<file path="config.mk">
export PLATFORM = sky130hd
export DESIGN_NAME = sorted_stream_out_flat
export DESIGN_NICKNAME = d
export VERILOG_FILES = /design/src/rtl/sorted_stream_if.sv /design/src/rtl/sorted_stream_out.sv /design/src/flat_wrapper.sv
export SDC_FILE = /design/constraint.sdc
export NUM_CORES = 1
export LEC_CHECK = 0
export ABC_CLOCK_PERIOD_IN_PS = 3200
export CELL_PAD_IN_SITES_DETAIL_PLACEMENT = 1
export CELL_PAD_IN_SITES_GLOBAL_PLACEMENT = 1
export CORE_MARGIN = 1
export CORE_UTILIZATION = 36
export CTS_BUF_LIST = sky130_fd_sc_hd__clkbuf_16
export CTS_CLUSTER_DIAMETER = 150
export CTS_CLUSTER_SIZE = 28
export DETAILED_ROUTE_END_ITERATION = 8
export PLACE_DENSITY_LB_ADDON = 0.12
export RECOVER_POWER = 50
export SLEW_MARGIN = 20
export SYNTH_ARGS = -nofsm -noshare
export SYNTH_HDL_FRONTEND = slang
export SYNTH_SLANG_ARGS = --single-unit
</file>
<file path="constraint.sdc">
create_clock -name clk -period 3.2 [get_ports clk]
set_input_delay 0.8 -clock clk [delete_from_list [all_inputs] [get_ports clk]]
set_output_delay 0.8 -clock clk [all_outputs]
set_load 0.005 [all_outputs]
</file>
<file path="src/rtl/sorted_stream_if.sv">
// Element stream from the sorted-result drain: valid/ready handshake carrying
// one element per transfer, tagged with its source index and end-of-stream flag.
interface sorted_stream_if #(
    parameter int WIDTH = 3,
    parameter int IDXW  = 4
);
    logic [WIDTH-1:0] out_data;
    logic             out_valid;
    logic             out_ready;
    logic             out_last;
    logic [IDXW-1:0]  out_index;

    modport master (
        output out_data,
        output out_valid,
        output out_last,
        output out_index,
        input  out_ready
    );

    modport slave (
        input  out_data,
        input  out_valid,
        input  out_last,
        input  out_index,
        output out_ready
    );
endinterface

</file>
<file path="src/rtl/sorted_stream_out.sv">
// Drain side of the odd-even merge: captures the 2n-element sorted vector in one
// edge and streams it out ascending or descending over a valid/ready interface.
module sorted_stream_out #(
    parameter int WIDTH = 3,
    parameter int n     = 8,
    parameter int IDXW  = 4
) (
    input  logic                   clk,
    input  logic                   rst,
    input  logic [2*n*WIDTH-1:0]   inc,
    input  logic                   start,
    input  logic                   desc,
    input  logic                   abort,
    sorted_stream_if.master        so,
    output logic                   busy,
    output logic                   done
);
    localparam int NE = 2 * n;
    localparam logic [IDXW-1:0] LAST_IDX = IDXW'(NE - 1);

    typedef enum logic {
        IDLE,
        STREAM
    } state_t;

    state_t           state_q;
    state_t           state_d;
    logic [WIDTH-1:0] elem_p0 [NE];
    logic             desc_p0;
    logic [IDXW-1:0]  ptr_p0;
    logic             done_p0;
    logic [IDXW-1:0]  end_idx;
    logic             streaming;
    logic             xfer;
    logic             final_xfer;

    assign streaming  = (state_q == STREAM);
    assign end_idx    = desc_p0 ? '0 : LAST_IDX;
    assign xfer       = streaming && so.out_ready;
    assign final_xfer = xfer && (ptr_p0 == end_idx);

    always_ff @(posedge clk) begin
        if (rst) begin
            state_q <= IDLE;
        end else begin
            state_q <= state_d;
        end
    end

    always_comb begin
        state_d = state_q;
        case (state_q)
            IDLE:    if (start) state_d = STREAM;
            STREAM:  if (abort || final_xfer) state_d = IDLE;
            default: state_d = IDLE;
        endcase
    end

    // Capture stage: whole vector and direction land on the start edge.
    always_ff @(posedge clk) begin
        if (rst) begin
            for (int k = 0; k < NE; k++) begin
                elem_p0[k] <= '0;
            end
            desc_p0 <= 1'b0;
        end else if (state_q == IDLE && start) begin
            for (int k = 0; k < NE; k++) begin
                elem_p0[k] <= inc[k*WIDTH +: WIDTH];
            end
            desc_p0 <= desc;
        end
    end

    // Pointer holds on the final transfer, so it never steps past either end.
    always_ff @(posedge clk) begin
        if (rst) begin
            ptr_p0 <= '0;
        end else if (state_q == IDLE && start) begin
            ptr_p0 <= desc ? LAST_IDX : '0;
        end else if (xfer && !final_xfer && !abort) begin
            ptr_p0 <= desc_p0 ? (ptr_p0 - IDXW'(1)) : (ptr_p0 + IDXW'(1));
        end
    end

    // An abort coinciding with the final transfer still suppresses completion.
    always_ff @(posedge clk) begin
        if (rst) begin
            done_p0 <= 1'b0;
        end else begin
            done_p0 <= final_xfer && !abort;
        end
    end

    assign so.out_data  = elem_p0[ptr_p0];
    assign so.out_valid = streaming;
    assign so.out_last  = streaming && (ptr_p0 == end_idx);
    assign so.out_index = ptr_p0;
    assign busy         = streaming;
    assign done         = done_p0;
endmodule

</file>
<file path="src/flat_wrapper.sv">
// flat-port wrapper written by rule: the top's interface ports become plain ports
module sorted_stream_out_flat 
#(
    parameter int WIDTH = 3,
    parameter int n     = 8,
    parameter int IDXW  = 4
)
  (clk, rst, inc, start, desc, abort, busy, done, so_out_data, so_out_valid, so_out_last, so_out_index, so_out_ready);
  sorted_stream_if #(.WIDTH(WIDTH), .IDXW(IDXW)) so_i ();
  input  logic clk;
  input  logic rst;
  input  logic [2*n*WIDTH-1:0] inc;
  input  logic start;
  input  logic desc;
  input  logic abort;
  output logic busy;
  output logic done;
  output wire logic [$bits(so_i.out_data)-1:0] so_out_data;
  output wire logic [$bits(so_i.out_valid)-1:0] so_out_valid;
  output wire logic [$bits(so_i.out_last)-1:0] so_out_last;
  output wire logic [$bits(so_i.out_index)-1:0] so_out_index;
  input wire logic [$bits(so_i.out_ready)-1:0] so_out_ready;
  assign so_out_data = so_i.out_data;
  assign so_out_valid = so_i.out_valid;
  assign so_out_last = so_i.out_last;
  assign so_out_index = so_i.out_index;
  assign so_i.out_ready = so_out_ready;
  sorted_stream_out #(.WIDTH(WIDTH), .n(n), .IDXW(IDXW)) u_core (.clk(clk), .rst(rst), .inc(inc), .start(start), .desc(desc), .abort(abort), .so(so_i), .busy(busy), .done(done));
endmodule
</file>
==> Word level (Yosys, flattened, before mapping) <==
Memory sizes are Yosys's and may differ from the RTL's. A register that Yosys moved wholly into a read port is not among the register bits.
Index checks and enable logic that the tools add are counted.
{ "word_totals": {"register_bits": 7, "rom_bits": 0, "output_inout_bits": 11, "n_memories": 1, "mem_bits_rw": 48, "latch_bits": 0} }
{ "classes": {"n_mux": 31, "n_div": 0, "n_eq_ne": 1, "n_lt_le_gt_ge": 0, "mul": 0, "shift": 0, "n_reduce_logical": 11, "n_addsub": 2, "bitwise": 17} }
{ "mem_list": {"columns": ["memory", "words", "width", "rd", "rd_clocked_by_memory_dff", "wr", "line_no", "source"], "rows": [
  ["u_core.elem_p0", 16, 3, 1, 1, 16, "sorted_stream_out.sv:28", "logic [WIDTH-1:0] elem_p0 [NE];"]
]} }
{ "ops": {"columns": ["op", "n"], "rows": [
  ["2-to-1 mux 3 bit", 16],
  ["2-to-1 mux 4 bit", 7],
  ["OR 1 bit", 16],
  ["logical AND 1 bit", 7],
  ["2-to-1 mux 1 bit", 7],
  ["adder 4 x 1 -> 4 bit, second input constant", 1],
  ["== test 4 bit", 1],
  ["subtractor 4 x 1 -> 4 bit, second input constant", 1],
  ["zero test 1 bit", 2],
  ["one-hot mux 1 bit (2 select lines)", 1],
  ["nonzero test 2 bit", 1],
  ["logical OR 1 bit", 1],
  ["NOT 1 bit", 1]
]} }

==> Longest topological paths before layout <==
Gate-level depths: netlist of run 1.
{ "depth": {"word_depth": 10, "ltp_mapped": 6} }

==> Worst setup path before layout of run 1 <==
Ideal clock, no wire load.
{ "synth_timing": {"path_kind": "input-to-reg", "from": "input rst", "to": "memory u_core.elem_p0[0][0] (enable)", "setup_slack_ns": 0.203, "required_ns": 2.787, "path_stages": 3, "setup_time_ns": 0.413, "arrival_ns": 2.584, "cell_sequence": "clkbuf_1 > buf_1 > nand2b_1"} }
{ "synth_lines": {"columns": ["element", "line_no", "source"], "rows": [
  ["from (decl)", "flat_wrapper.sv:11", "input logic rst;"],
  ["to (decl)", "sorted_stream_out.sv:28", null]
]} }

==> results of run 1 <==
==> path summary, 6_finish.rpt <==
check	end	from	slack (ps)
worst min register to register	u_core.desc_p0	u_core.desc_p0	560
worst max register to register	register	u_core.desc_p0	1160
worst max-delay path	so_out_data[2]	register	80
worst min-delay path	u_core.desc_p0	u_core.desc_p0	560
==> flip-flops by register name (all words and copies together), names as in the netlist, named ones only <==
name and count:
u_core.elem_p0 48, u_core.so.out_index 4, u_core.busy 1, u_core.desc_p0 1
u_core.done 1
==> synthesized netlist by cell type <==
cell / number / area share, %
edfxtp_1: 48 / 53
a21oi_1: 6 / 1.1
and3b_1: 2 / 0.64
nor2_1: 3 / 0.41
nand2b_1: 3 / 0.69
mux4_2: 8 / 6.6
inv_1: 7 / 0.96
a21o_1: 2 / 0.55
and4_1: 1 / 0.32
buf_6: 1 / 0.41
o22ai_1: 2 / 0.46
o211ai_2: 1 / 0.46
o21ai_0: 2 / 0.37
a211oi_1: 5 / 1.4
nor3b_1: 2 / 0.55
buf_1: 2 / 0.27
and3_1: 1 / 0.23
o211ai_1: 1 / 0.27
xnor2_1: 1 / 0.32
mux2_2: 2 / 0.82
ha_1: 2 / 0.91
fa_1: 1 / 0.73
dfxtp_1: 11 / 8.0
nor2b_1: 20 / 4.6
or3_1: 3 / 0.69
clkbuf_1: 7 / 0.96
and2_1: 31 / 7.1
buf_4: 1 / 0.27
a31oi_1: 1 / 0.23
mux4_1: 7 / 6.7
nand2_1: 3 / 0.41
==> through the flow <==
| step | area [sq um] | power (uW) | util, % |
|---|---|---|---|
| global route | 3746 | 2086 | 51.37 |
| floorplan | 2739 | 1071 | - |
| detailed placement | 3498 | 1207 | 47.98 |
| global placement | 3498 | 1201 | 47.98 |
| finish | 3746 | 2000 | 51.37 |
| CTS | 3756 | 2025 | 51.51 |
==> power breakdown <==
| group | switching [uW] | internal [uW] | total (uW) |
|---|---|---|---|
| Clock | 308 | 505 | 813 |
| Sequential | 33.2 | 900 | 933 |
| Combinational | 90.5 | 164 | 254 |
==> kinds of logic (layout without fill, tap and decap cells) <==
kind of cell,Yosys count,count (layout)
AOI/OAI and AO/OA,20,20
xor gates and xnor gates,1,1
adders and majority gates,3,3
buffers and inverters,18,93
DFF,59,59
muxes,17,17
and+or+nand+nor,69,69
==> worst reg2reg max path, stage by stage, from the launching register on <==
cell	delay [ps]
dfxtp_1	440
ha_1	330
and3_1	210
or3_1	370
and4_1	230
a211oi_1	350
==> layer usage <==
layer  up-vias  global-route usage, %  part of all wire (%)
li1        834                      -                     -
met1       847                  18.71                    43
met2        36                  27.83                    52
met3         8                  5.633                   4.4
met4         0                  6.061                  0.98
met5         -                      0                     0
==> layout make-up <==
class,count,area share (%)
inverters,7,0.7014
clock buffers,9,6.012
multi-input cells,110,26.49
well taps,99,3.307
clock inverters,7,0.7682
flip-flops and latches,59,44.39
repair buffers,70,18.34
==> cells in the final DEF, fill, tap and decap left out, types with 5 or more instances in the layout <==
cell type	instances
a21oi_1	6
nor2b_1	20
and2_1	24
mux4_1	6
mux4_2	9
inv_1	9
a211oi_1	5
clkdlybuf4s50_1	60
clkbuf_16	9
dfxtp_1	10
and2_0	7
edfxtp_1	48
==> repair_timing <==
| item | 4_1_cts | 5_1_grt |
|---|---|---|
| hold buffers | 0 | 0 |
| gates resized for setup | 1 | 5 |
| cloned | 0 | 0 |
| endpoints found under the setup margin | 1 | 2 |
| buffers inserted | 0 | 0 |
==> impl_metrics.tcl, run 1 <==
set metrics [dict create \
    synth_seq_cells 59 \
    drt_iter0_drc 67 \
    path_depth 4 \
    muxShareOfSynthArea_pct 14.12 \
    syn-num-nets 244 \
    rsz0062_at_grt "no" \
    dp_hpwl_um 4222 \
    synth_top_family_by_area "simple AND/OR/NAND/NOR gates" \
    synth-simple-area-share_pct 15.58 \
    cts.clk_slew.worst_paths_ps 50 \
    cts.path.max_buffers 2 \
    path_cells "buf_12, mux4_1, mux4_2, clkdlybuf4s50_1" \
    htreeDepth 3 \
    wl_um 5812 \
    antenna_found_initial 0 \
    grt_usage_pct 16.19 \
    cp-end-kind "output pin" \
    clock_latency_ps 320 \
    setup-tns-final_ps 0 \
    cts_tree "yes" \
    seq_area_sq_um 1663 \
    postRouteAntennaNets 0 \
    core_area_sq_um 7292 \
    critPathSlowestCell "mux4_1" \
    io_pins 65 \
    io_buffer_count 64 \
    status "complete, no violations" \
    fmax_mhz 320.5 \
    drive_above_1_share_pct 10.31 \
    grt_max_degree 31 \
    numCtsBuffers 9 \
    drc 0 \
    cp_top_family "multiplexers" \
    critPathKind "reg2out" \
    die_w_um 89.23 \
    grt_pass1_wl_um 9018 \
    hold_viol 0 \
    synth_xor_area_share_pct 0.3198 \
    dp_cells 345 \
    die_h_um 89.23 \
    final_max_slew_viol_count 0 \
    cellPowerDensity_nw_per_um2 533.8 \
    cp_num_buf_inv 2 \
    setup_ws_ps 79.55 \
    ir_drop_v 0.0002315 \
    critPathMaxFanout 12 \
    rr_worst_depth 5 \
    fillCellCount 777 \
    maxCapViolCount 0 \
    vias 1725 \
    multiInputGateArea_sq_um 992.2 \
    holdPathStages 2 \
    period_needed_ps 3120 \
    slowest_delay_ps 550 \
    cts_sinks 59 \
    start_util_pct 37.56 \
    area_delta_synth_final_pct 36.77 \
    ys_warn_count 0 \
    holdWs_ps 555.7 \
    synth-compound-area-share_pct 4.797 \
    die_area_sq_um 7961 \
    routed_via_density 4.778 \
    synth_fa_ha_area_share_pct 1.645 \
    relSlewSlack_pct 31.58 \
    worstSetupStartpointType "register" \
    antennaDiodeCount 0 \
    ys_types 31 \
    place_ws_ps 315.4 \
    netlist_instances 187 \
    core.rowCount 31 \
    final_nets 314 \
    first_global_vias 1818 \
    final_cells 361 \
    worstMarginPinSlew_ps 1026 \
    power_leakage_uw 0.001428 \
    first_pass_iters 4 \
    crit_required_ps 2400 \
    ys_seq_area_share_pct 60.67 \
    hold_class "reg2reg" \
    routedWlPerCell_um 16.10 \
    place_congestion 0.7477 \
    period_share_pct 97.51 \
    setup-violations-final 0 \
    grt-ovfl-total 0 \
    cts.root.buffer_cell "clkbuf_16" \
    cp.arrival_ps 2320 \
    avgSynthCellArea_sq_um 14.65 \
    finalClockSkew_ps 3.785 \
    syn_area_sq_um 2739 \
]
Power figures use the tool's default switching activity.
==> run 2: changes to the inputs <==
==> constraint.sdc (replaced) <==
create_clock -name clk -period 3.2 [get_ports clk]
set_input_delay 0.32 -clock clk [delete_from_list [all_inputs] [get_ports clk]]
set_output_delay 0.32 -clock clk [all_outputs]
set_load 0.005 [all_outputs]
==> impl_metrics.tcl, run 2 (same netlist as run 1, synthesis figures left out) <==
set metrics [dict create \
    status "complete, no violations" \
    cp.arrival_ps 2680 \
    antenna_found_initial 0 \
    die_w_um 89.23 \
    finalClockSkew_ps 6.474 \
    power_leakage_uw 0.001435 \
    grt_max_degree 31 \
    worstSetupStartpointType "register" \
    largest_register_ffs 48 \
    rr_worst_depth 3 \
    hold_class "reg2reg" \
    regMostFlops "u_core.elem_p0" \
    routed_via_density 4.828 \
    final_nets 313 \
    final_area_sq_um 3766 \
    numCtsBuffers 9 \
    grt_pass1_wl_um 9252 \
    met3_usage_pct 4.155 \
    ir_drop_v 0.0003280 \
    post_cts_buffers 0 \
    die_area_sq_um 7961 \
    cts_tree "yes" \
    place_area_sq_um 3491 \
    cts.clk_slew.worst_paths_ps 50 \
    drive_above_1_share_pct 10.73 \
    relSlewSlack_pct 25.82 \
    vias 1738 \
    maxCapViolCount 0 \
    finish.utilization_pct 51.65 \
    first_global_vias 1840 \
    clock_latency_ps 320 \
    final_common_cell "clkdlybuf4s50_1" \
    cellPowerDensity_nw_per_um2 558.0 \
    io_buffer_count 64 \
    grt_usage_pct 16.59 \
    period_needed_ps 3000 \
    final_cells 360 \
    routedWlPerCell_um 16.78 \
    cts-resized-gates 0 \
    worstMarginPinSlew_ps 1113 \
    core_area_sq_um 7292 \
    setup-tns-final_ps 0 \
    antennaDiodeCount 0 \
    wl_um 6042 \
    use_met1_pct 20.07 \
    io_pins 65 \
    grt_busiest_layer "met2" \
    start_util_pct 37.56 \
    postRouteAntennaNets 0 \
    cts_sinks 59 \
    setup-violations-final 0 \
    hold_viol 0 \
    period_share_pct 93.76 \
    holdPathStages 2 \
    met2_usage_pct 28.31 \
    cts_hold_buffers 0 \
    drc 0 \
    grt-ovfl-total 0 \
    critPathMaxFanout 7 \
    cts.root.buffer_cell "clkbuf_16" \
    area_delta_synth_final_pct 37.51 \
    layout_common_cells "clkdlybuf4s50_1, edfxtp_1, and2_1" \
    fillCellCount 749 \
    core.rowCount 31 \
    final_max_slew_viol_count 0 \
    cp-end-kind "output pin" \
    first_pass_iters 4 \
    drt_iter0_drc 73 \
    cts.path.max_buffers 2 \
    dp_cells 344 \
    critPathKind "reg2out" \
    die_h_um 89.23 \
    fmax_mhz 333.3 \
    dp_hpwl_um 4327 \
    htreeDepth 3 \
    crit_required_ps 2880 \
    rsz0062_at_grt "no" \
    place_congestion 0.7078 \
]
-- run 2: final timing paths --
kind,slack [ps],start,to
max,200,register,so_out_data[0]
min,550,u_core.desc_p0,u_core.desc_p0
max reg2reg,1210,u_core.busy,u_core.elem_p0[0][1]
min reg2reg,550,u_core.desc_p0,u_core.desc_p0
-- run 2: cell type report --
cell class	instances	area (sq um)	share of cell area (%)
Sequential cell	59	1662	44.12
Multi-Input combinational cell	110	998.5	26.51
Timing Repair Buffer	69	670.6	17.81
Clock buffer	9	225.2	5.980
Tap cell	99	123.9	3.289
Clock inverter	7	60.06	1.595
Inverter	7	26.28	0.6977
-- run 2: power breakdown --
part           internal (uW)  total, uW  switching (uW)
clock network            591        913             322
logic                    162        253            91.1
registers                898        936            37.1
total                   1650       2100             450
-- run 2: critical path: stages (launching register included) --
cell	delay (ps)
dfxtp_1	550
buf_4	260
mux4_1	580
mux4_2	490
clkdlybuf4s50_1	470
-- run 2: through the flow --
| step | hold slack (ps) | total power (uW) | setup slack (ps) |
|---|---|---|---|
| final | 552.6 | 2101 | 199.8 |
| after global routing | 608.6 | 2183 | 59.57 |
| after CTS | 558.8 | 2125 | 150.0 |
| after detailed placement | 553.8 | 1210 | 531.4 |
| after global placement | 549.3 | 1200 | 607.8 |
| after floorplan | 478.6 | 1071 | 682.8 |
-- run 2: layer usage --
layer	wire length (um)	part of all wire, %
met3	196	3.2
met1	2625	43
met5	0	0
met4	93	1.5
met2	3127	52
